$ cat config.mk
export PLATFORM = sky130hd
export DESIGN_NAME = pen_locator
export DESIGN_NICKNAME = d
export VERILOG_FILES = /design/src/rtl/pen_locator.sv
export SDC_FILE = /design/constraint.sdc
export NUM_CORES = 1
export LEC_CHECK = 0
export ABC_AREA = 0
export BUFFER_PORTS_ARGS = -buffer_cell sky130_fd_sc_hd__buf_2
export CAP_MARGIN = 20
export CORE_AREA = 2 2 69 71
export CTS_BUF_LIST = sky130_fd_sc_hd__clkbuf_4 sky130_fd_sc_hd__clkbuf_8
export DETAILED_ROUTE_END_ITERATION = 6
export DIE_AREA = 0 0 71 73
export PLACE_DENSITY = 0.77
export SYNTH_ARGS = -nofsm -noshare
export SYNTH_HDL_FRONTEND = slang
export SYNTH_SLANG_ARGS = --single-unit
$ cat constraint.sdc
create_clock -name clk -period 1.45 [get_ports clk]
set_input_delay 0.3625 -clock clk [delete_from_list [all_inputs] [get_ports clk]]
set_output_delay 0.3625 -clock clk [all_outputs]
set_load 0.1 [all_outputs]
$ cat src/rtl/pen_locator.sv
// pen_locator: single-pixel probe sweep over the 8x8 LED matrix with a
// light-pen hit decoder. A hit is confirmed over several frames and then
// reported as (x,y) on a valid/ack handshake.
module pen_locator #(
    parameter int DWELL   = 2000,
    parameter int SETTLE  = 500,
    parameter int MIN_HI  = 8,
    parameter int CONFIRM = 2
) (
    input  logic       clk,
    input  logic       rst_n,
    input  logic       en,
    input  logic       pen,
    input  logic       hit_ack,
    output logic [7:0] probe_row,
    output logic [7:0] probe_col,
    output logic [2:0] hit_x,
    output logic [2:0] hit_y,
    output logic       hit_valid,
    output logic       overrun,
    output logic       pen_present
);

    localparam int DW = (DWELL > 1) ? $clog2(DWELL) : 1;
    localparam int RW = $clog2(MIN_HI + 1);
    localparam int CW = $clog2(CONFIRM + 1);

    localparam logic [DW-1:0] D_LAST   = DW'(DWELL - 1);
    localparam logic [DW-1:0] D_SETTLE = DW'(SETTLE);
    localparam logic [RW-1:0] RUN_HIT  = RW'(MIN_HI - 1);
    localparam logic [RW-1:0] RUN_MAX  = RW'(MIN_HI);
    localparam logic [CW-1:0] CNT_MAX  = CW'(CONFIRM);

    typedef enum logic [1:0] {
        IDLE  = 2'd0,
        SWEEP = 2'd1,
        EVAL  = 2'd2
    } state_t;

    state_t          state;
    state_t          state_nxt;

    logic            pen_p0;
    logic            pen_p1;

    logic [5:0]      p;
    logic [DW-1:0]   d;
    logic [RW-1:0]   run;
    logic            fhit_vld;
    logic [5:0]      fhit;

    logic [5:0]      cand;
    logic [CW-1:0]   cnt;
    logic [CW-1:0]   cnt_new;

    logic            samp;
    logic            hit_now;
    logic            report;
    logic            busy;

    // Run length of synced-high samples, held once it reaches the threshold
    function automatic logic [RW-1:0] run_sat_inc(input logic [RW-1:0] v);
        return (v >= RUN_MAX) ? RUN_MAX : v + RW'(1);
    endfunction

    // Frame-confirmation count, held at CONFIRM
    function automatic logic [CW-1:0] cnt_sat_inc(input logic [CW-1:0] v);
        return (v >= CNT_MAX) ? CNT_MAX : v + CW'(1);
    endfunction

    // Two-flop synchronizer for the asynchronous pen input
    always_ff @(posedge clk) begin
        if (!rst_n) begin
            pen_p0 <= 1'b0;
            pen_p1 <= 1'b0;
        end else begin
            pen_p0 <= pen;
            pen_p1 <= pen_p0;
        end
    end

    // FSM state register
    always_ff @(posedge clk) begin
        if (!rst_n) state <= IDLE;
        else        state <= state_nxt;
    end

    // FSM next-state logic; dropping en mid-sweep abandons the frame
    always_comb begin
        state_nxt = state;
        case (state)
            IDLE:    if (en) state_nxt = SWEEP;
            SWEEP: begin
                if (!en)                              state_nxt = IDLE;
                else if (p == 6'd63 && d == D_LAST)   state_nxt = EVAL;
            end
            EVAL:    state_nxt = en ? SWEEP : IDLE;
            default: state_nxt = IDLE;
        endcase
    end

    // FSM outputs: one lit pixel while sweeping, matrix dark otherwise
    always_comb begin
        probe_row = 8'hFF;
        probe_col = 8'h00;
        if (state == SWEEP) begin
            probe_row = ~(8'h01 << p[5:3]);
            probe_col = 8'h01 << p[2:0];
        end
    end

    // Sample window, hit detection and confirmation arithmetic
    always_comb begin
        samp    = (state == SWEEP) && (d >= D_SETTLE);
        hit_now = samp && pen_p1 && (run >= RUN_HIT);
        cnt_new = (fhit == cand) ? cnt_sat_inc(cnt) : CW'(1);
        report  = (state == EVAL) && fhit_vld && (cnt_new == CNT_MAX);
        busy    = hit_valid && !hit_ack;
    end

    // Pixel/dwell counters, pen run length and lowest-index hit of the frame
    always_ff @(posedge clk) begin
        if (!rst_n) begin
            p        <= '0;
            d        <= '0;
            run      <= '0;
            fhit_vld <= 1'b0;
            fhit     <= '0;
        end else if (state == SWEEP) begin
            if (d == D_LAST) begin
                d <= '0;
                p <= p + 6'd1;
            end else begin
                d <= d + DW'(1);
            end
            // Run restarts on every pixel change and outside the sample window
            if (d == D_LAST || !samp || !pen_p1) run <= '0;
            else                                 run <= run_sat_inc(run);
            if (hit_now && !fhit_vld) begin
                fhit_vld <= 1'b1;
                fhit     <= p;
            end
        end else begin
            p        <= '0;
            d        <= '0;
            run      <= '0;
            fhit_vld <= 1'b0;
        end
    end

    // Multi-frame confirmation, result handshake and status flags
    always_ff @(posedge clk) begin
        if (!rst_n) begin
            cand        <= '0;
            cnt         <= '0;
            hit_x       <= '0;
            hit_y       <= '0;
            hit_valid   <= 1'b0;
            overrun     <= 1'b0;
            pen_present <= 1'b0;
        end else begin
            if (hit_ack && hit_valid) begin
                hit_valid <= 1'b0;
                overrun   <= 1'b0;
            end
            if (state == IDLE) begin
                cand <= '0;
                cnt  <= '0;
            end else if (state == EVAL) begin
                if (!fhit_vld) begin
                    pen_present <= 1'b0;
                    cnt         <= '0;
                end else begin
                    pen_present <= 1'b1;
                    cand        <= fhit;
                    if (report) begin
                        // Restart counting so a stationary pen reports periodically
                        cnt <= '0;
                        if (busy) begin
                            overrun <= 1'b1;
                        end else begin
                            hit_x     <= fhit[2:0];
                            hit_y     <= fhit[5:3];
                            hit_valid <= 1'b1;
                            overrun   <= 1'b0;
                        end
                    end else begin
                        cnt <= cnt_new;
                    end
                end
            end
        end
    end

endmodule

# Word level (Yosys, flattened, before mapping)
# Index checks and enable logic that the tools add are counted.
# totals
regBits	49
output_inout_bits	25
elab_cells	90
# classes
add_sub_neg	4
n_lt_le_gt_ge	4
n_eq_ne	8
n_shift	2
n_mux	25
bitwise	5
reduce_logical	26
# ops
cell	n
two-way mux 8 bit	2
<< shifter 1 x 3 -> 8 bit, first input constant	2
two-way mux 1 bit	14
two-way mux 2 bit	7
adder 11 x 1 -> 11 bit, second input constant	1
== test 11 bit, second input constant	1
>= comparator 11 x 9 -> 1 bit, second input constant	1
AND reduction 2 bit	5
logical AND 1 bit	9
inverter 8 bit	1
adder 6 x 1 -> 6 bit, second input constant	1
== test 6 bit	1
== test 6 bit, second input constant	1
case mux 2 bit (3 select lines)	1
OR reduction 3 bit	2
AND reduction 5 bit	1
adder 4 x 1 -> 4 bit, second input constant	1
== test 2 bit, second input constant	2
>= comparator 4 x 3 -> 1 bit, second input constant	1
>= comparator 4 bit, second input constant	1
zero test 1 bit	4
two-way mux 4 bit	1
inverter 1 bit	4
OR reduction 4 bit	1
8 further kinds	9

# Longest topological paths before layout
# Gate-level depths: netlist of the first run.
# depth
ltp_word	9
ltp_mapped	6
ltp_nobuf	5

# Worst setup path after synthesis of the first run
# OpenSTA, ideal clock, no wires.
# synth_path
path_kind	reg-to-output
start	register state[1]
end	output port probe_row[7]
arrival_ns	1.893
path_slack_ns	-0.805
stages_incl_launch_ff	5
cell_sequence	dfxtp_1 -> buf_6 -> nor2b_1 -> clkbuf_1 -> nand4_1
# synth_between
elab_chain_cells	2
# synth_lines
item	line_no	text
start: declaration	40	state_t state;
start signal: assignment	85	else state <= state_nxt;
== test 2 x 1 -> 1 bit	106	if (state == SWEEP) begin
two-way mux 8 bit	106	
end: declaration	15	output logic [7:0] probe_row,
# No other way between the ends.

# Worst setup path in the final report of the first run
# layout_path
start	register state[0]
end	output port probe_row[6]
# Same word-level chain as after synthesis.

==> results of run 1 <==
==> logic make-up after synthesis <==
| kind of cell | count (synthesis) |
|---|---|
| multiplexers | 13 |
| AND/OR/NAND/NOR | 109 |
| XOR/XNOR | 18 |
| AO/OA/AOI/OAI | 31 |
| buffers and inverters | 24 |
| flip-flops | 49 |
| adder cells (fa/ha/maj) | 10 |
==> synth_stat cells, drive strengths merged (2+ instances only) <==
master,instances,area [µm²]
o21ai,2,10.0
buf,4,25.0
and2,4,25.0
nand2,30,113
a22oi,6,45.0
clkbuf,8,30.0
nor3,3,26.3
mux2i,13,130
xor2,7,61.3
a22o,6,52.6
nor4b,2,23.8
o31ai,2,25.0
a21oi,5,25.0
nor2b,10,62.6
a21boi,3,22.5
xnor2,11,96.3
dfxtp,49,981
nor2,24,90.1
nand4,5,37.5
nand3,10,50.1
ha,10,125
nor4,3,40.0
and3,9,56.3
inv,12,45.0
==> final cells by class <==
class | instances | area [µm²] | share of cell area [%]
Multi-Input combinational cell | 181 | 1500 | 42.1
Clock buffer | 6 | 76.3 | 2.15
Inverter | 12 | 45.0 | 1.27
Timing Repair Buffer | 79 | 841 | 23.7
Tap cell | 54 | 67.6 | 1.90
Clock inverter | 2 | 15.0 | 0.423
Sequential cell | 49 | 1010 | 28.4
==> routing by layer <==
layer  share of wire, %  up-vias  GRT usage, %
met3                2.9       19          3.87
met1                 39     1035          27.8
met2                 55       55          46.1
met5                  0        -             0
met4                3.3        0          7.13
li1                   -     1023             -
==> worst paths after layout <==
check	start	to	slack, ns	cells past startpoint
setup / recovery	state[0]	probe_row[6]	-0.29	5
hold / removal	pen	pen_p0	0.27	2
setup reg to reg	d[5]	p[5]	-0.11	5
hold reg to reg	pen_p0	pen_p1	0.45	1
==> state kept, by name, indices dropped and copies added, names as in the netlist <==
name,flops
hit_valid,1
pen_present,1
d,11
pen_p1,1
state,2
overrun,1
fhit_vld,1
cnt,2
run,4
hit_y,3
hit_x,3
fhit,6
cand,6
p,6
pen_p0,1
==> layout by cell type, fill, tap and decap left out, types with 9 or more instances in the layout <==
cell / count
mux2i_1: 13
dfxtp_1: 32
dfxtp_2: 14
nor2_1: 16
buf_6: 12
buf_12: 17
buf_4: 38
clkbuf_4: 9
nand2_1: 24
xnor2_1: 11
inv_1: 11
==> power breakdown <==
group	leakage, nW	total [mW]	internal [mW]	switching, mW
combinational	1.06	0.132	0.0558	0.0764
sequential	0.405	1.35	1.34	0.00430
clock	0.0408	0.811	0.359	0.452
==> metrics by stage <==
step	TNS [ns]	power, mW	hold WS [ns]
after floorplan	-3.47	1.46	0.412
after global placement	-0.562	1.50	0.417
after detailed placement	-1.03	1.50	0.438
after CTS	-4.33	2.30	0.265
after global routing	-7.14	2.36	0.279
final	-5.23	2.29	0.267
==> timing repair <==
item / in CTS / in global routing
gates cloned: 0 / 1
gates resized for setup: 37 / 44
setup endpoints to repair: 38 / 61
pin swaps: 9 / 18
buffers inserted: 3 / 6
==> results.yml, run 1 <==
sta:
  clock_skew_ns: 0.00689
  slew-limit-headroom_pct: 77.2
  finalCritPeriodShare_pct: 120
  slew_viol_final: 0
  hold_viol_final: 0
  fin_crit_ns: 1.74
  setup_viol: 35
  rsz0062_at_grt: "yes"
  tightest_slew_ns: 0.339
  clock.fmax_mhz: 574
  setup_ws_ns: -0.292
logic_synthesis:
  ys_seq_area_share_pct: 42.0
  synth.net_count: 269
  synth_mux_area_share_pct: 5.57
  synth_fa_ha_area_share_pct: 5.36
  ys_types: 47
  synth_top_family_by_area: "simple AND/OR/NAND/NOR gates"
  synthCells: 254
  synth-xor-area-share_pct: 6.75
  ys_warn_count: 0
  synth-main-ff-cell: "dfxtp_1"
  synth_compound_area_share_pct: 10.3
  synth_edf_count: 0
  synthSimpleGateAreaFrac_pct: 25.8
  async_flop_share_pct: 0
  synth.avg_cell_area_um2: 9.20
  netlist_area_mm2: 0.00234
  synth_seq_cells: 49
worst_setup_path:
  arrival_ns: 1.38
  end_kind: "output port"
  cp_slowest_stage_delay_ns: 0.35
  crit_top_cell: "nor2b_4"
  crit_chain: "nor2b_4 > nor2b_4 > buf_6 > nand3_4 > buf_12"
  cp_slowest_cell: "dfxtp_2"
  cp_top_family: "simple AND/OR/NAND/NOR gates"
  crit_required_ns: 1.09
  path_class: "flip-flop to output port"
  critPathBufInv: 2
  worstSetupStartpointType: "flip-flop"
  crit_path_max_fanout: 4
finish:
  fillers: 247
  postLayoutCoreUtil_pct: 78.3
  final_layout_size_suffix_gt1_share_pct: 46.5
  fin_nets: 343
  final_cells: 383
  area_delta_synth_final_pct: 52.0
  postLayoutCellArea_mm2: 0.00355
  diodes: 0
run_status:
  violations: "negative setup slack"
  outcome: "finished with violations"
clocking:
  htree_levels: 2
  cts_hold_buf: 0
  clockRootBuffer: "clkbuf_8"
  cts_tree: "yes"
  cts_sinks: 49
  clk_pin_slew_worst_paths_ns: 0.09
  clock_latency_ns: 0.30
  cts_buffer_depth: 2
  cts_made_buffers: 5
placed_design:
  pre_cts_ws_ns: -0.133
  gp_congestion: 0.838
  port_buffers: 29
  place.detailed.hpwl_um: 4030
  dp.cells: 365
  place_area_mm2: 0.00312
floorplanning:
  ios: 30
  die_h_um: 73
  num_rows: 25
  core_mm2: 0.00454
  initial_utilization_pct: 51.5
  fp.dieArea_mm2: 0.00518
  die_w_um: 71
grt:
  grt_usage_pct: 24.2
  grt_pass1_vias: 2079
  grt_pass1_wl_um: 9960
  grt_start_max_net_pins: 34
  antenna_found_initial: 0
  grt_overflow: 0
detailed_routing:
  drc_errors: 0
  wire_per_inst_um: 16.8
  dr.pass1.iters: 4
  routed_wl_um: 6420
  num_vias: 2132
  drtIter0Drc: 86
  ant_nets: 0
  avgViaCountPerCell: 5.57
pwr:
  vdd_ir_drop_max_v: 0.000667
  power_density_mw_per_mm2: 645
  leakage_nw: 1.50
job:
  cap_violations: 0
min_path:
  min_path_type: "primary input to flip-flop"
(Power assumes the default switching activity.)
==> run 2: changes to the inputs <==
- ABC_AREA: 0 -> 1
- CORE_AREA: 2 2 69 71 -> 2 2 71 73
- DIE_AREA: 0 0 71 73 -> 0 0 73 75
- PLACE_DENSITY: 0.77 -> 0.76
==> run 2 against run 1 <==
Die area increased by 5.6%. Clock power increased by 2.6%. Wire length decreased by 11%. First-iteration DRC count increased by 150%. Area after synthesis increased by 5.9%. Combinational power decreased by 5%. The flow still finishes with violations (negative setup slack).
==> results.yml, run 2 <==
finish:
  final_layout_size_suffix_gt1_share_pct: 31.8
  fin_nets: 435
  largest_register_ffs: 11
  regMostFlops: "d"
  final_cell_mix: "73 x nand2_1, 57 x inv_1, 57 x nor2_1, 33 x dfxtp_1, 25 x buf_4"
  fillers: 337
  final_common_cell: "nand2_1"
  area_delta_synth_final_pct: 42.3
  postLayoutCellArea_mm2: 0.00352
  diodes: 0
floorplanning:
  die_h_um: 75
  initial_utilization_pct: 53.1
  fp.dieArea_mm2: 0.00548
  core_mm2: 0.00466
  ios: 30
  num_rows: 25
  die_w_um: 73
worst_setup_path:
  cp_slowest_cell: "dfxtp_4"
  crit_path_max_fanout: 5
  cp_top_family: "flip-flops"
  arrival_ns: 1.36
  cp_slowest_stage_delay_ns: 0.39
  crit_chain: "inv_4 > ha_1 > inv_2 > nor3_4 > buf_12"
  critPathBufInv: 3
  crit_required_ns: 1.09
  worstSetupStartpointType: "flip-flop"
  path_class: "flip-flop to output port"
  end_kind: "output port"
grt:
  antenna_found_initial: 0
  grt_start_max_net_pins: 18
  grt_usage_pct: 21.4
  grt_pass1_vias: 2178
  grt_overflow: 0
  grt_pass1_wl_um: 9210
sta:
  tightest_slew_ns: 0.552
  setup_viol: 16
  whs_ns: 0.245
  finalCritPeriodShare_pct: 119
  clock.fmax_mhz: 581
  fin_setup_tns_ns: -3.33
  setup_ws_ns: -0.271
  slew-limit-headroom_pct: 63.0
  clock_skew_ns: 0.00942
  fin_crit_ns: 1.72
  slew_viol_final: 0
  hold_viol_final: 0
  rsz0062_at_grt: "yes"
run_status:
  violations: "negative setup slack"
  outcome: "finished with violations"
placed_design:
  place_area_mm2: 0.00317
  port_buffers: 29
  gp_congestion: 0.890
  place.detailed.hpwl_um: 3980
min_path:
  min_path_type: "primary input to flip-flop"
detailed_routing:
  ant_nets: 0
  dr.pass1.iters: 4
  drc_errors: 0
  wire_per_inst_um: 12.0
  routed_wl_um: 5700
  avgViaCountPerCell: 4.90
  num_vias: 2327
  drtIter0Drc: 214
logic_synthesis:
  async_flop_share_pct: 0
  netlist.area_leader.share_pct: 39.7
  synth_seq_cells: 49
  synth_edf_count: 0
  ys_seq_area_share_pct: 39.7
  yosys-top-cells-count: "85 x nand2_1, 65 x inv_1, 63 x nor2_1"
  synth.net_count: 377
  ys_types: 29
  synth_most_common_cell: "nand2_1"
  ys_warn_count: 0
  synth-main-ff-cell: "dfxtp_1"
  synth.avg_cell_area_um2: 6.83
  netlist_area_mm2: 0.00247
  synthCells: 362
  yosys.area.top_type: "dfxtp_1"
  synth.area.top_cells: "dfxtp_1 40%, nand2_1 13%, inv_1 9.9%"
clocking:
  cts_made_buffers: 5
  clock_latency_ns: 0.30
  clockRootBuffer: "clkbuf_8"
  cts_buffer_depth: 2
  cts_hold_buf: 0
  cts_tree: "yes"
  htree_levels: 2
  cts_sinks: 49
  clk_pin_slew_worst_paths_ns: 0.09
pwr:
  leakage_nw: 1.54
  vdd_ir_drop_max_v: 0.000599
  power_density_mw_per_mm2: 655
job:
  cap_violations: 0
## run 2: cell count changes in the layout (fill, tap and decap cells not counted), sizes merged, moves of 9 or more
cell | previous run | this run
a21oi | 5 | 15
and3 | 9 | 0
buf | 71 | 51
inv | 12 | 67
mux2i | 13 | 0
nand2 | 30 | 86
nand3 | 10 | 22
nor2 | 24 | 69
nor2b | 10 | 0
xnor2 | 11 | 2
## run 2: final timing paths
path         startpoint  cells past startpoint           end  slack (ns)
min reg2reg      pen_p0                      2        pen_p1        0.43
min                 pen                      3        pen_p0        0.24
max                p[0]                      5  probe_col[4]       -0.27
max reg2reg        d[1]                      7          d[8]        0.04
## run 2: power by group
| part | total (mW) | internal, mW | switching, mW |
|---|---|---|---|
| combinational | 0.126 | 0.0487 | 0.0777 |
| clock | 0.832 | 0.380 | 0.452 |
| sequential | 1.35 | 1.34 | 0.00355 |
## run 2: final cells by class
| type | count | area, µm² | share of cell area [%] |
|---|---|---|---|
| clock buffers | 7 | 83.8 | 2.38 |
| flip-flops and latches | 49 | 1010 | 28.7 |
| inverters | 67 | 262 | 7.43 |
| well taps | 54 | 67.6 | 1.92 |
| multi-input cells | 239 | 1440 | 40.8 |
| repair buffers | 58 | 653 | 18.6 |
| clock inverters | 1 | 7.51 | 0.213 |
## run 2: kinds of logic (layout without fill, tap and decap cells)
kind of cell               after synthesis  count (layout)  synth area share (%)
DFF                                     49              49                  39.7
and+or+nand+nor                        194             194                  33.3
AOI/OAI and AO/OA                       30              30                  7.44
xor gates and xnor gates                 5               5                  1.77
adders and majority gates               10              10                  5.06
buffers and inverters                   74             133                  12.7
## run 2: through the flow
step                setup slack, ns  instances  utilization (%)  power, mW
floorplan                    -0.336        362                -       1.46
global placement            0.00743        459             67.9       1.50
detailed placement          -0.0181        459             67.9       1.50
CTS                          -0.255        474             73.0       2.31
global route                 -0.326        475             75.5       2.37
finish                       -0.271        475             75.5       2.30
## run 2: worst register-to-register path: stages (launching register included)
cell and delay (ns):
dfxtp_2 0.36, ha_4 0.15, nand3_4 0.09, buf_4 0.17
nor3_4 0.14, nand2_2 0.11, or2_1 0.22, a21oi_1 0.12
## run 2: repair_timing
item,4_1_cts,5_1_grt
setup endpoints to repair,19,61
pin swaps,10,11
setup buffers,7,3
gates cloned,0,0
gates resized for setup,23,36
## run 2: metal layers
metal  share of wire [%]  global-route usage, %
met3                 2.7                   3.88
met4                 1.7                   7.00
met1                  43                   25.9
met5                   0                      0
met2                  52                   38.5
